**src/rtl/mem_rr_arbiter_if.sv**
```systemverilog
// Bus bundle between two requesting masters, the round-robin arbiter and the shared slave.
// master modport = request/response environment side; slave modport = arbiter side.
interface mem_rr_arbiter_if;
   logic        m0_valid;
   logic [31:0] m0_addr;
   logic [31:0] m0_wdata;
   logic [3:0]  m0_wstrb;
   logic        m0_ready;
   logic [31:0] m0_rdata;
   logic        m0_err;

   logic        m1_valid;
   logic [31:0] m1_addr;
   logic [31:0] m1_wdata;
   logic [3:0]  m1_wstrb;
   logic        m1_ready;
   logic [31:0] m1_rdata;
   logic        m1_err;

   logic        s_valid;
   logic [31:0] s_addr;
   logic [31:0] s_wdata;
   logic [3:0]  s_wstrb;
   logic        s_ready;
   logic [31:0] s_rdata;

   modport master (
      output m0_valid, m0_addr, m0_wdata, m0_wstrb,
      output m1_valid, m1_addr, m1_wdata, m1_wstrb,
      output s_ready, s_rdata,
      input  m0_ready, m0_rdata, m0_err,
      input  m1_ready, m1_rdata, m1_err,
      input  s_valid, s_addr, s_wdata, s_wstrb
   );

   modport slave (
      input  m0_valid, m0_addr, m0_wdata, m0_wstrb,
      input  m1_valid, m1_addr, m1_wdata, m1_wstrb,
      input  s_ready, s_rdata,
      output m0_ready, m0_rdata, m0_err,
      output m1_ready, m1_rdata, m1_err,
      output s_valid, s_addr, s_wdata, s_wstrb
   );
endinterface

```
**src/rtl/mem_rr_arbiter.sv**
```systemverilog
// Two-master round-robin arbiter onto one shared slave: 1-cycle grant latency, one RECOVER cycle per transfer.
// Losing master is held pending without ready; ARB_TIMEOUT_EN adds a slave-response watchdog.
module mem_rr_arbiter #(
   parameter int unsigned TIMEOUT_CYCLES = 1024
) (
   input  logic            clk,
   input  logic            resetn,
   mem_rr_arbiter_if.slave bus
);

   typedef enum logic [1:0] {IDLE, GNT0, GNT1, RECOVER} state_t;

   state_t state;
   logic   last_served;
   logic   gnt0;
   logic   gnt1;
   logic   req;
   logic   done;
   logic   tmo;

   if (TIMEOUT_CYCLES < 2 || TIMEOUT_CYCLES > 65535) begin : g_bad_timeout
      $error("mem_rr_arbiter: TIMEOUT_CYCLES outside 2..65535");
   end

   assign gnt0 = (state == GNT0);
   assign gnt1 = (state == GNT1);
   assign req  = (gnt0 && bus.m0_valid) || (gnt1 && bus.m1_valid);
   assign done = req && (bus.s_ready || tmo);

`ifdef ARB_TIMEOUT_EN
   localparam logic [15:0] TMO_LAST = 16'(TIMEOUT_CYCLES - 1);
   logic [15:0] tmo_cnt;

   // s_ready in the expiry cycle wins: tmo only fires while the slave is silent
   assign tmo = req && !bus.s_ready && (tmo_cnt == TMO_LAST);

   always_ff @(posedge clk) begin
      if (!resetn || state == IDLE) begin
         tmo_cnt <= '0;
      end else if ((gnt0 || gnt1) && !bus.s_ready) begin
         tmo_cnt <= tmo_cnt + 16'd1;
      end
   end
`else
   assign tmo = 1'b0;
`endif

   always_ff @(posedge clk) begin
      if (!resetn) begin
         state       <= IDLE;
         last_served <= 1'b1;
      end else begin
         case (state)
            IDLE: begin
               if (bus.m0_valid && (!bus.m1_valid || last_served)) begin
                  state       <= GNT0;
                  last_served <= 1'b0;
               end else if (bus.m1_valid) begin
                  state       <= GNT1;
                  last_served <= 1'b1;
               end
            end
            // a master dropping valid mid-grant is abandoned without a ready pulse
            GNT0, GNT1: begin
               if (!req || done) state <= RECOVER;
            end
            default: state <= IDLE;
         endcase
      end
   end

   always_comb begin
      bus.s_valid = req;
      bus.s_addr  = '0;
      bus.s_wdata = '0;
      bus.s_wstrb = '0;
      if (gnt0 && bus.m0_valid) begin
         bus.s_addr  = bus.m0_addr;
         bus.s_wdata = bus.m0_wdata;
         bus.s_wstrb = bus.m0_wstrb;
      end else if (gnt1 && bus.m1_valid) begin
         bus.s_addr  = bus.m1_addr;
         bus.s_wdata = bus.m1_wdata;
         bus.s_wstrb = bus.m1_wstrb;
      end
   end

   assign bus.m0_ready = gnt0 && done;
   assign bus.m1_ready = gnt1 && done;
   assign bus.m0_rdata = !bus.m0_ready ? 32'h0 : (tmo ? 32'hFFFF_FFFF : bus.s_rdata);
   assign bus.m1_rdata = !bus.m1_ready ? 32'h0 : (tmo ? 32'hFFFF_FFFF : bus.s_rdata);
   assign bus.m0_err   = bus.m0_ready && tmo;
   assign bus.m1_err   = bus.m1_ready && tmo;

endmodule

```
**src/flat_wrapper.sv**
```systemverilog
// flat-port wrapper written by rule: the top's interface ports become plain ports
module mem_rr_arbiter_flat 
#(
   parameter int unsigned TIMEOUT_CYCLES = 1024
)
  (clk, resetn, bus_m0_valid, bus_m0_addr, bus_m0_wdata, bus_m0_wstrb, bus_m1_valid, bus_m1_addr, bus_m1_wdata, bus_m1_wstrb, bus_s_ready, bus_s_rdata, bus_m0_ready, bus_m0_rdata, bus_m0_err, bus_m1_ready, bus_m1_rdata, bus_m1_err, bus_s_valid, bus_s_addr, bus_s_wdata, bus_s_wstrb);
  mem_rr_arbiter_if bus_i ();
  input  logic clk;
  input  logic resetn;
  input wire logic [$bits(bus_i.m0_valid)-1:0] bus_m0_valid;
  input wire logic [$bits(bus_i.m0_addr)-1:0] bus_m0_addr;
  input wire logic [$bits(bus_i.m0_wdata)-1:0] bus_m0_wdata;
  input wire logic [$bits(bus_i.m0_wstrb)-1:0] bus_m0_wstrb;
  input wire logic [$bits(bus_i.m1_valid)-1:0] bus_m1_valid;
  input wire logic [$bits(bus_i.m1_addr)-1:0] bus_m1_addr;
  input wire logic [$bits(bus_i.m1_wdata)-1:0] bus_m1_wdata;
  input wire logic [$bits(bus_i.m1_wstrb)-1:0] bus_m1_wstrb;
  input wire logic [$bits(bus_i.s_ready)-1:0] bus_s_ready;
  input wire logic [$bits(bus_i.s_rdata)-1:0] bus_s_rdata;
  output wire logic [$bits(bus_i.m0_ready)-1:0] bus_m0_ready;
  output wire logic [$bits(bus_i.m0_rdata)-1:0] bus_m0_rdata;
  output wire logic [$bits(bus_i.m0_err)-1:0] bus_m0_err;
  output wire logic [$bits(bus_i.m1_ready)-1:0] bus_m1_ready;
  output wire logic [$bits(bus_i.m1_rdata)-1:0] bus_m1_rdata;
  output wire logic [$bits(bus_i.m1_err)-1:0] bus_m1_err;
  output wire logic [$bits(bus_i.s_valid)-1:0] bus_s_valid;
  output wire logic [$bits(bus_i.s_addr)-1:0] bus_s_addr;
  output wire logic [$bits(bus_i.s_wdata)-1:0] bus_s_wdata;
  output wire logic [$bits(bus_i.s_wstrb)-1:0] bus_s_wstrb;
  assign bus_i.m0_valid = bus_m0_valid;
  assign bus_i.m0_addr = bus_m0_addr;
  assign bus_i.m0_wdata = bus_m0_wdata;
  assign bus_i.m0_wstrb = bus_m0_wstrb;
  assign bus_i.m1_valid = bus_m1_valid;
  assign bus_i.m1_addr = bus_m1_addr;
  assign bus_i.m1_wdata = bus_m1_wdata;
  assign bus_i.m1_wstrb = bus_m1_wstrb;
  assign bus_i.s_ready = bus_s_ready;
  assign bus_i.s_rdata = bus_s_rdata;
  assign bus_m0_ready = bus_i.m0_ready;
  assign bus_m0_rdata = bus_i.m0_rdata;
  assign bus_m0_err = bus_i.m0_err;
  assign bus_m1_ready = bus_i.m1_ready;
  assign bus_m1_rdata = bus_i.m1_rdata;
  assign bus_m1_err = bus_i.m1_err;
  assign bus_s_valid = bus_i.s_valid;
  assign bus_s_addr = bus_i.s_addr;
  assign bus_s_wdata = bus_i.s_wdata;
  assign bus_s_wstrb = bus_i.s_wstrb;
  mem_rr_arbiter #(.TIMEOUT_CYCLES(TIMEOUT_CYCLES)) u_core (.clk(clk), .resetn(resetn), .bus(bus_i));
endmodule
```
**config.mk**
```make
export PLATFORM = sky130hd
export DESIGN_NAME = mem_rr_arbiter_flat
export DESIGN_NICKNAME = d
export VERILOG_FILES = /design/src/rtl/mem_rr_arbiter_if.sv /design/src/rtl/mem_rr_arbiter.sv /design/src/flat_wrapper.sv
export SDC_FILE = /design/constraint.sdc
export NUM_CORES = 1
export LEC_CHECK = 0
export CELL_PAD_IN_SITES_DETAIL_PLACEMENT = 1
export CELL_PAD_IN_SITES_GLOBAL_PLACEMENT = 1
export CORE_ASPECT_RATIO = 0.9
export CORE_MARGIN = 3
export CORE_UTILIZATION = 10
export CTS_CLUSTER_SIZE = 16
export DETAILED_ROUTE_END_ITERATION = 16
export PLACE_DENSITY_LB_ADDON = 0.08
export SLEW_MARGIN = 20
export SYNTH_ARGS = -nofsm -noshare
export SYNTH_HDL_FRONTEND = slang
export SYNTH_SLANG_ARGS = --single-unit
```
**constraint.sdc**
```tcl
create_clock -name clk -period 2.2 [get_ports clk]
set_clock_uncertainty 0.1 [all_clocks]
set_input_delay 0.44 -clock clk [delete_from_list [all_inputs] [get_ports clk]]
set_output_delay 0.44 -clock clk [all_outputs]
set_load 0.02 [all_outputs]
```
Word level (Yosys, flattened, before mapping)

Cells that the tools add are included.

Bits in registers: 3
Output and inout port bits: 137
Word-level logic and storage cells: 36

Eq/ne operators: 4
Multiplexer cells: 14
Reductions and logical operators: 16

Operators with widths:

| cell                 | number |
|---|---|
| $mux W32             | 6 |
| $mux W4              | 2 |
| $logic_and A1 B1 Y1  | 6 |
| $mux W2              | 3 |
| $pmux W2 S2          | 1 |
| $reduce_and A2 Y1    | 2 |
| $logic_or A1 B1 Y1   | 3 |
| $ne A3 B2 Y1 const B | 1 |
| $eq A2 B1 Y1 const B | 1 |
| $eq A2 B2 Y1 const B | 1 |
| $logic_not A1 Y1     | 2 |
| $logic_not A2 Y1     | 1 |
| $mux W1              | 2 |
| $ne A2 B1 Y1 const B | 1 |
| $reduce_bool A2 Y1   | 1 |
| $reduce_or A2 Y1     | 1 |

Longest topological paths before layout

Gate-level depths: netlist (run 1).

Word-level depth: 7
Gate-level depth with buffers: 8
Depth with buffers taken out: 6

Worst setup path before layout (run 1)

Ideal clock, no wire load.

Path kind: flip-flop to output port
Start point: register u_core.state[1]
End point: output port bus_m1_rdata[22]
Arrival: 1.523 ns
Required time: 1.660 ns
Setup slack: 0.137 ns
Cell stages (with the launch flop): 8
Cell sequence: dfxtp_1 -> inv_1 -> ha_1 -> and2_1 -> buf_6 -> o211a_4 -> buf_2 -> and2_1

Longest elaborated chain between the ends: 6
Elaborated cells between the ends (all ways): 8
Classes of those cells: eq/ne (2); mux (1); reduce/logical (5)

RTL lines:

| item                                                | RTL line                                   | source |
|---|---|---|
| from (decl)                                         | mem_rr_arbiter.sv:13                       | `state_t state;` |
| from (signal assigned)                              | mem_rr_arbiter.sv:50                       | `state <= IDLE;` |
| from (signal assigned)                              | mem_rr_arbiter.sv:56                       | `state <= GNT0;` |
| from (signal assigned)                              | mem_rr_arbiter.sv:59                       | `state <= GNT1;` |
| $eq A2 B1 Y1 / $eq A2 B2 Y1 (equally long branches) | mem_rr_arbiter.sv:25, mem_rr_arbiter.sv:26 |  |
| $logic_and A1 B1 Y1                                 | mem_rr_arbiter.sv:27                       | `assign req = (gnt0 && bus.m0_valid) \|\| (gnt1 && bus.m1_valid);` |
| $logic_or A1 B1 Y1                                  | mem_rr_arbiter.sv:27                       |  |
| $logic_and A1 B1 Y1                                 | mem_rr_arbiter.sv:28                       | `assign done = req && (bus.s_ready \|\| tmo);` |
| $logic_and A1 B1 Y1 (*)                             | mem_rr_arbiter.sv:89                       | `assign bus.m1_ready = gnt1 && done;` |
| via bus_m1_ready                                    | flat_wrapper.sv:23                         | `output wire logic [$bits(bus_i.m1_ready)-1:0] bus_m1_ready;` |
| $mux W32 (*)                                        | mem_rr_arbiter.sv:91                       | `assign bus.m1_rdata = !bus.m1_ready ? 32'h0 : (tmo ? 32'hFFFF_FFFF : bus.s_rdata);` |
| to (decl)                                           | flat_wrapper.sv:24                         | `output wire logic [$bits(bus_i.m1_rdata)-1:0] bus_m1_rdata;` |

The timed path passes the listed nets; every way through them passes the cells marked *.

Worst setup path after layout (run 1)

Start point: register u_core.state[1]
End point: output port bus_m1_rdata[21]

Longest elaborated chain between the ends: 6
Elaborated cells between the ends (all ways): 8
Classes of those cells: eq/ne (2); mux (1); reduce/logical (5)

RTL lines:

| item                                                | RTL line |
|---|---|
| $eq A2 B1 Y1 / $eq A2 B2 Y1 (equally long branches) | mem_rr_arbiter.sv:25, mem_rr_arbiter.sv:26 |
| $logic_and A1 B1 Y1                                 | mem_rr_arbiter.sv:27 |
| $logic_or A1 B1 Y1                                  | mem_rr_arbiter.sv:27 |
| $logic_and A1 B1 Y1                                 | mem_rr_arbiter.sv:28 |
| $logic_and A1 B1 Y1 (*)                             | mem_rr_arbiter.sv:89 |
| $mux W32 (*)                                        | mem_rr_arbiter.sv:91 |

Mark *: on every way between the ends. The rest lies on a longest branch, timed or not.

==> results of run 1 <==
[sequential cells by signal, indices dropped and copies added (netlist names)]
| signal | count |
|---|---|
| u_core.state | 2 |
| u_core.last_served | 1 |
[critical path, cell delays in order (launching register included)]
cell and delay, ns:
dfxtp_2 0.32, inv_2 0.04, ha_4 0.15, and2_4 0.18, o211a_4 0.27, buf_12 0.15
and2_1 0.15, buf_2 0.15
[through the flow]
stage | power, mW | instance area, sq um | hold WS (ns) | setup slack (ns) | utilization (%)
after floorplan | 1.40 | 1420 | 0.369 | 0.137 | -
after global placement | 2.82 | 4810 | 0.406 | -0.643 | 35.3
after detailed placement | 2.84 | 4810 | 0.428 | -0.652 | 35.3
after CTS | 3.05 | 4530 | 0.443 | -0.0240 | 33.3
after global routing | 3.73 | 5300 | 0.483 | -0.0611 | 38.9
final | 3.55 | 5300 | 0.432 | 0.0106 | 38.9
[logic make-up after synthesis]
family	after synthesis
buf+inv	26
simple gates	76
fa+ha+maj	4
compound gates	79
flops	3
other cells	1
[layout make-up]
cell class / instances / area (sq um)
fillers: 1552 / 8310
multi-input cells: 161 / 1340
flip-flops and latches: 3 / 62.6
repair buffers: 341 / 3570
clock buffers: 4 / 78.8
well taps: 189 / 236
inverters: 3 / 11.3
[report_power, final]
part | internal (mW) | switching (mW) | leakage (nW)
clock network | 0.239 | 0.0493 | 0.0382
registers | 0.0824 | 0.0225 | 0.0255
logic | 1.72 | 1.43 | 2.31
[repair_timing]
action | CTS | global route
gates resized for setup | 596 | 224
gates cloned | 3 | 6
setup endpoints to repair | 135 | 134
pin swaps | 7 | 11
setup buffers | 4 | 1
[placed cells by master, fill, tap and decap left out, types with 4 or more instances in the layout]
cell and count:
buf_12 6, and2_4 41, buf_6 107, buf_4 28, buf_2 15, clkdlybuf4s50_1 169, clkbuf_16 7, dlygate4sd2_1 4
a22o_1 69, and2_1 24
[metal layers]
layer | part of all wire [%] | global-route usage [%]
met1 | 35 | 15.1
met2 | 57 | 30.0
met3 | 8.1 | 4.27
met4 | 0.22 | 1.18
met5 | 0 | 0
[worst max path at each step]
stage	from	endpoint	slack (ns)	cells past startpoint
6_report	u_core.state[1]$_SDFFE_PN0P_	bus_m1_rdata[21]	0.01	7
5_1_grt	u_core.state[1]$_SDFFE_PN0P_	bus_s_addr[7]	-0.06	8
4_1_cts	u_core.state[1]$_SDFFE_PN0P_	bus_m1_rdata[15]	-0.02	7
3_5_place_dp	bus_m0_valid	bus_s_wdata[11]	-0.65	6
3_3_place_gp	bus_m0_valid	bus_s_addr[8]	-0.64	6
2_1_floorplan	u_core.state[1]$_SDFFE_PN0P_	bus_m1_rdata[22]	0.14	7
==> impl_metrics.py, run 1 <==
metrics = {
    "critical_path": {
        "r2r-start": "u_core.state[1]$_SDFFE_PN0P_",
        "r2r_end": "u_core.state[1]$_SDFFE_PN0P_",
        "crit_fanout": 14,
        "cp-start-kind": "flip-flop",
        "r2r_slack_ns": 0.57,
        "cp-end-kind": "output port",
        "ff2ff_path_depth": 7,
        "crit_type": "flip-flop to output port",
        "arrival_ns": 1.65,
        "critical_path_required_ns": 1.66,
    },
    "finish": {
        "layout-drive-gt1-share_pct": 43.8,
        "layout.nets": 690,
        "area_growth_syn_to_layout_pct": 274,
        "final_cells": 701,
        "antennaDiodeCount": 0,
    },
    "timing": {
        "hold_viol_final": 0,
        "tns_ns": 0,
        "fin_crit_ns": 2.19,
        "period_share_pct": 99.5,
        "fmax_ghz": 0.457,
        "rsz0062_at_grt": "yes",
        "setup_violations": 0,
        "slew_violations": 0,
    },
    "routing": {
        "drc": 0,
        "vias": 2841,
        "drtIter0Drc": 60,
        "routed_via_density": 4.05,
        "drt_wl_total_mm": 13.3,
        "firstDrtPassIters": 4,
        "wl_per_cell_microns": 18.9,
        "antenna_left": 0,
    },
    "yosys": {
        "netlist_top_cells_area": "a22o_1 (43%), and2_1 (29%), buf_2 (4.2%)",
        "async_reset_ff_share_pct": 0,
        "synth-edff-count": 0,
        "synthAdderAreaFrac_pct": 3.53,
        "yosysMostFrequentCell": "a22o_1",
        "yosys-mux-area-fraction_pct": 0,
        "ys_types": 24,
        "yosysWarnings": 0,
        "synth.top_cell.area_share_pct": 42.6,
        "yosysTopAreaCell": "a22o_1",
        "synthFlopType": "dfxtp_1",
        "ys_seq_area_share_pct": 4.23,
        "synth_area_sq_um": 1420,
        "synth_top_cells_by_count": "a22o_1 (69), and2_1 (65), buf_2 (12)",
        "syn_inst": 189,
        "synth_xor_xnor_area_share_pct": 0,
        "synth_compound_area_share_pct": 47.9,
        "postSynthRegisterBits": 3,
        "syn-mean-instance-area_sq_um": 7.51,
        "synth_top_family_by_area": "compound AO/OA/AOI/OAI gates",
        "synth-simple-area-share_pct": 32.7,
    },
    "placed_design": {
        "port_buffers": 307,
        "place_congestion": 0.775,
        "dp_hpwl_mm": 10.3,
        "dp_cells": 684,
    },
    "floorplanning": {
        "fp-row-count": 40,
        "die_y_microns": 119,
        "core_area_sq_um": 13600,
        "initial_core_util_pct": 10.4,
        "die_area_sq_um": 15700,
        "dieWidth_microns": 132,
        "pin_count": 310,
    },
    "cts": {
        "cts-buffers-inserted": 3,
        "cts-root-buf": "clkbuf_16",
        "cts_tree": "yes",
        "cts.sinks": 3,
        "htreeDepth": 1,
        "postCtsHoldBufs": 0,
        "path_clk_slew_ns": 0.03,
        "clock_latency_ns": 0.22,
        "clockBufferDepth": 2,
    },
    "flow_run": {
        "maxCapViolCount": 0,
    },
    "power": {
        "irDropWorstVdd_v": 0.000337,
        "p_per_area_nw_per_um2": 669,
        "p_leak_nw": 2.37,
    },
    "grt": {
        "grt_use_total_pct": 14.6,
        "first_global_vias": 3005,
        "grt_pass1_wl_mm": 18.4,
        "grt_max_degree": 28,
        "overflow": 0,
        "grt_antenna_before_repair": 0,
    },
    "run_status": {
        "outcome": "finished, final reports clean",
    },
    "hold_path": {
        "hp-start": "u_core.last_served$_SDFFE_PN1P_",
        "min_to": "u_core.last_served$_SDFFE_PN1P_",
        "worstHoldPathType": "flip-flop to flip-flop",
        "hold_path_depth": 2,
    },
}
No activity file was read; power rests on OpenSTA's default activity.
==> run 2, diff against run 1 <==
SLEW_MARGIN = not set   (was 20)
==> results of run 2 <==
No change in the layout: final DEF, timing and power equal those of run 1.
